<file path="src/rtl/wb_rr_arbiter.sv">
// Two-master round-robin arbiter for a pipelined Wishbone slave bus.
// Holds the grant for a whole CYC, tracks outstanding requests and aborts stuck cycles.
module wb_rr_arbiter #(
  parameter int AW      = 32,
  parameter int DW      = 32,
  parameter int LGDEPTH = 4,
  parameter int TIMEOUT = 64
) (
  input  logic            i_clk,
  input  logic            i_reset_n,
  input  logic            i_a_cyc,
  input  logic            i_a_stb,
  input  logic            i_a_we,
  input  logic [AW-1:0]   i_a_addr,
  input  logic [DW-1:0]   i_a_data,
  input  logic [DW/8-1:0] i_a_sel,
  output logic            o_a_ack,
  output logic            o_a_stall,
  output logic            o_a_err,
  input  logic            i_b_cyc,
  input  logic            i_b_stb,
  input  logic            i_b_we,
  input  logic [AW-1:0]   i_b_addr,
  input  logic [DW-1:0]   i_b_data,
  input  logic [DW/8-1:0] i_b_sel,
  output logic            o_b_ack,
  output logic            o_b_stall,
  output logic            o_b_err,
  output logic [DW-1:0]   o_rdata,
  output logic            o_wb_cyc,
  output logic            o_wb_stb,
  output logic            o_wb_we,
  output logic [AW-1:0]   o_wb_addr,
  output logic [DW-1:0]   o_wb_data,
  output logic [DW/8-1:0] o_wb_sel,
  input  logic            i_wb_ack,
  input  logic            i_wb_stall,
  input  logic            i_wb_err,
  input  logic [DW-1:0]   i_wb_idata,
  output logic [1:0]      o_owner
);

  localparam int WDW = (TIMEOUT > 1) ? $clog2(TIMEOUT) : 1;

  typedef enum logic [1:0] {IDLE, GRANT_A, GRANT_B, ABORT} state_t;

  state_t             state;
  logic               last_b;
  logic               abort_b;
  logic               abort_first;
  logic [LGDEPTH-1:0] outstanding;
  logic [WDW-1:0]     wd;

  logic            granted, sel_b, full, m_cyc, m_stb, waiting, timeout;
  logic            accept, retire;

  assign granted = (state == GRANT_A) || (state == GRANT_B);
  assign sel_b   = (state == GRANT_B);
  assign full    = &outstanding;
  assign m_cyc   = sel_b ? i_b_cyc : i_a_cyc;
  assign m_stb   = sel_b ? i_b_stb : i_a_stb;
  assign o_rdata = i_wb_idata;

  assign waiting = granted && (outstanding != '0) && !i_wb_ack && !i_wb_err;
  assign timeout = (TIMEOUT > 0) && waiting && (wd == WDW'(TIMEOUT - 1));
  assign accept  = o_wb_stb && !i_wb_stall;
  assign retire  = i_wb_ack || i_wb_err;

  always_comb begin
    o_wb_cyc  = 1'b0;
    o_wb_stb  = 1'b0;
    o_wb_we   = 1'b0;
    o_wb_addr = '0;
    o_wb_data = '0;
    o_wb_sel  = '0;
    o_a_ack   = 1'b0;
    o_a_err   = 1'b0;
    o_a_stall = 1'b1;
    o_b_ack   = 1'b0;
    o_b_err   = 1'b0;
    o_b_stall = 1'b1;
    o_owner   = 2'b00;
    if (granted) begin
      o_wb_cyc  = m_cyc;
      o_wb_stb  = m_stb && !full;
      o_wb_we   = sel_b ? i_b_we   : i_a_we;
      o_wb_addr = sel_b ? i_b_addr : i_a_addr;
      o_wb_data = sel_b ? i_b_data : i_a_data;
      o_wb_sel  = sel_b ? i_b_sel  : i_a_sel;
      o_owner   = {1'b1, sel_b};
      if (sel_b) begin
        o_b_stall = i_wb_stall || full;
        o_b_ack   = i_wb_ack;
        o_b_err   = i_wb_err;
      end else begin
        o_a_stall = i_wb_stall || full;
        o_a_ack   = i_wb_ack;
        o_a_err   = i_wb_err;
      end
    end else if (state == ABORT) begin
      // Bus stays reserved for the aborted master until it lets go of CYC.
      o_owner = {1'b1, abort_b};
      if (abort_b) o_b_err = abort_first;
      else         o_a_err = abort_first;
    end
  end

  always_ff @(posedge i_clk) begin
    if (!i_reset_n) begin
      state       <= IDLE;
      last_b      <= 1'b1;
      abort_b     <= 1'b0;
      abort_first <= 1'b0;
      outstanding <= '0;
      wd          <= '0;
    end else begin
      abort_first <= 1'b0;
      wd          <= waiting ? wd + 1'b1 : '0;

      if (!o_wb_cyc)
        outstanding <= '0;
      else if (accept && !retire)
        outstanding <= outstanding + 1'b1;
      else if (retire && !accept && (outstanding != '0))
        outstanding <= outstanding - 1'b1;

      case (state)
        IDLE: begin
          if (i_a_cyc && (!i_b_cyc || last_b)) state <= GRANT_A;
          else if (i_b_cyc)                   state <= GRANT_B;
        end
        GRANT_A, GRANT_B: begin
          if (!m_cyc) begin
            state  <= IDLE;
            last_b <= sel_b;
          end else if (timeout) begin
            state       <= ABORT;
            abort_b     <= sel_b;
            abort_first <= 1'b1;
          end
        end
        ABORT: begin
          if (!(abort_b ? i_b_cyc : i_a_cyc)) begin
            state  <= IDLE;
            last_b <= abort_b;
          end
        end
        default: state <= IDLE;
      endcase
    end
  end

endmodule

</file>
<file path="config.mk">
export PLATFORM = sky130hd
export DESIGN_NAME = wb_rr_arbiter
export DESIGN_NICKNAME = d
export VERILOG_FILES = /design/src/rtl/wb_rr_arbiter.sv
export SDC_FILE = /design/constraint.sdc
export NUM_CORES = 1
export LEC_CHECK = 0
export BUFFER_PORTS_ARGS = -buffer_cell sky130_fd_sc_hd__buf_2
export CAP_MARGIN = 20
export CORE_AREA = 3 3 113 115
export DETAILED_ROUTE_END_ITERATION = 8
export DIE_AREA = 0 0 116 118
export MAX_ROUTING_LAYER = met4
export RECOVER_POWER = 100
export SKIP_CTS_REPAIR_TIMING = 1
export SYNTH_ARGS = -nofsm -noshare
export SYNTH_HDL_FRONTEND = slang
export SYNTH_SLANG_ARGS = --single-unit
</file>
<file path="constraint.sdc">
create_clock -name i_clk -period 3.7 [get_ports i_clk]
set_input_delay 0.37 -clock i_clk [delete_from_list [all_inputs] [get_ports i_clk]]
set_output_delay 0.37 -clock i_clk [all_outputs]
set_load 0.01 [all_outputs]
</file>
==> key figures <==
Critical path
  – Kind of critical path: register to register
  – Slowest CP cell: ha_1
  – Crit-path max cell delay: 760 ps
  – Largest delay share family, worst path: simple AND/OR/NAND/NOR gates
  – Reg2reg start: state[1]
  – Crit Reg-Reg Endpoint: state[1]
  – Critical Path RT: 3830 ps
  – Worst EP arrival: 3140 ps
  – Startpoint Class: register
  – Crit end category: register
  – Worst-path cell chain: inv_1, ha_1, or3b_1, or4_1, a221o_1, a21oi_1, nor3b_2
  – Worst reg-to-reg path cell count: 7
  – FF-to-FF setup slack: 700 ps
  – CP Max Fanout: 30
  – WP buf/inv: 1

Yosys
  – Cell with the most instances after synthesis: mux2i_1
  – Seq/Total Area, Yosys: 0.128
  – Ys Warns: 0
  – Synth Flop Type: dfxtp_1
  – Synth top area share: 0.312
  – Asr flop ratio synth: 0
  – Gate count after technology mapping: 294
  – Mapped cell area: 0.00234 mm²
  – Avg Synthesized Cell Area: 7.97 µm²
  – Synth area leaders: mux2i_1 31%, nor2b_1 19%, dfxtp_1 13%
  – Seq cells post-synth: 15
  – Netlist cell types: 36
  – Most frequent cells after synthesis: 73 x mux2i_1, 71 x nor2b_1, 33 x buf_4
  – Number of enable flip-flop cells after synthesis: 0
  – Post-synth top area cell: mux2i_1
  – Syn Nets: 480

Pwr
  – Pleak: 1.45 nW
  – PnR Total Power: 2.28 mW
  – Worst vdd ir: 0.224 mV
  – PwrDens: 682 mW/mm²

Floorplanning
  – Top Ports: 290
  – Num rows: 40
  – Starting Density: 0.197
  – Die Height: 118 µm
  – Core Region: 0.0119 mm²
  – Die area: 0.0137 mm²
  – Die Span X: 116 µm

Flow run
  – Max-Cap Viols: 1

Detailed routing
  – Met1 Wirelength: 3940 µm
  – Drt wl/cell: 14.0 µm
  – Routed wl met2: 3940 µm
  – Detailed Route WL: 8720 µm
  – Avg Vias per Cell: 4.23
  – Drt pass-1 iters: 4
  – Iter 0 DRT Violations: 110
  – Post-route ant nets: 0
  – Vias: 2636
  – WL met3: 687 µm
  – DRC: 0
  – DR top layer: met4

Clock tree
  – Clk_lat worst skew: 250 ps
  – CTS tree: yes
  – Clock Path Buffers: 2
  – Root Buffer Master: clkbuf_16
  – Worst-path clk slew: 50 ps
  – H-tree depth: 1
  – CTS buffer count: 3
  – Clock sink total: 15

STA
  – Period utilisation layout: 0.811
  – Slew @ Worst Pin: 1520 ps
  – Final setup violation count: 0
  – Setup ws final: 698 ps
  – Fmax: 333 MHz
  – Clock skew: 5.07 ps
  – Hold WS: 365 ps
  – Max Transition Viols Final: 25
  – Slew HR: -0.0127
  – Setup TNS: 0 ps
  – Period minus WS final: 3000 ps
  – Hold Fails Final Rpt: 0
  – RSZ-0062 raised after global routing: false

Placement
  – RD Place Congestion: 0.780
  – Post-detail-place hpwl: 7260 µm
  – Port Buf Inserts: 225
  – Worst slack, placed: 962 ps

Global route
  – Pin count of the biggest net entering global routing: 53
  – GR Util All Layers: 0.121
  – GRT overflow: 0
  – First-pass GRT wire length: 12700 µm
  – Initial antenna violation count: 1
  – Vias in the first global route: 2468

Hold path
  – Hold/Removal Path Class: primary input to register
  – Hold path startpoint: i_reset_n
  – Hold Path End: last_b
  – Worst hold stages: 2

Final layout
  – Share of cells above drive strength 1: 0.336
  – N_diodes: 0
  – Fin nets: 663
  – Area growth, synth to finish: 42.4%

Run status
  – Failing checks: capacitance limit, slew limit
  – Status: finished, violations left
==> through the flow <==
stage / std cells / util / cell area (µm²)
finish: 623 / 0.280 / 3340
global route: 623 / 0.280 / 3340
CTS: 623 / 0.290 / 3460
detailed placement: 619 / 0.283 / 3380
global placement: 619 / 0.283 / 3380
floorplan: 294 / - / 2340
==> registers in the layout (all words and copies together), names as in the netlist <==
name	cells
state	2
abort_b	1
wd	6
outstanding	4
abort_first	1
last_b	1
==> report_power, final <==
group / internal [mW] / total, mW / switching [mW]
combinational: 0.806 / 1.87 / 1.06
sequential: 0.179 / 0.191 / 0.0122
clock: 0.144 / 0.214 / 0.0696
total: 1.13 / 2.28 / 1.15
==> how the worst max path moves through the flow <==
stage	startpoint	end	depth (start not counted)
2_1_floorplan	state[0]	outstanding[3]	11
3_3_place_gp	state[1]	outstanding[3]	9
3_5_place_dp	state[1]	state[1]	7
4_1_cts	state[1]	o_wb_cyc	6
5_1_grt	state[0]	state[1]	7
6_report	state[1]	state[1]	7
==> cell families after synthesis <==
kind of cell,synth area share
AO/OA/AOI/OAI,0.0572
XOR/XNOR,0.0262
adder cells (fa/ha/maj),0.0406
buffers and inverters,0.144
flip-flops,0.128
multiplexers,0.322
AND/OR/NAND/NOR,0.283
==> per-layer routing <==
metal / GRT usage / vias to the layer above
met4: 0.0355 / 0
met1: 0.161 / 1146
met2: 0.189 / 146
met3: 0.0180 / 20
met5: - / -
li1: - / 1324
==> area by class of cell <==
class,instances,area (µm²)
clock inverters,1,5.00
repair buffers,228,1050
inverters,6,22.5
well taps,147,184
flip-flops and latches,15,300
clock buffers,3,75.1
fillers,1375,8580
multi-input cells,223,1700
==> layout by cell type, fill, tap and decap left out, types with 2 or more instances in the layout <==
master,synthesis,final
a21oi_1,2,3
dfxtp_1,15,15
nor2_1,13,13
o21ai_0,7,7
mux2_2,2,2
nand3_1,6,6
mux2i_1,73,73
nand2_1,12,12
a41oi_1,2,2
or3_1,2,2
xor2_1,6,6
and2_1,2,2
clkbuf_1,12,76
nor2b_1,71,71
ha_1,6,6
buf_4,33,2
and3_1,3,3
clkbuf_16,0,3
inv_1,6,6
buf_2,2,150
Note: power is estimated with default switching activity, not from simulation.
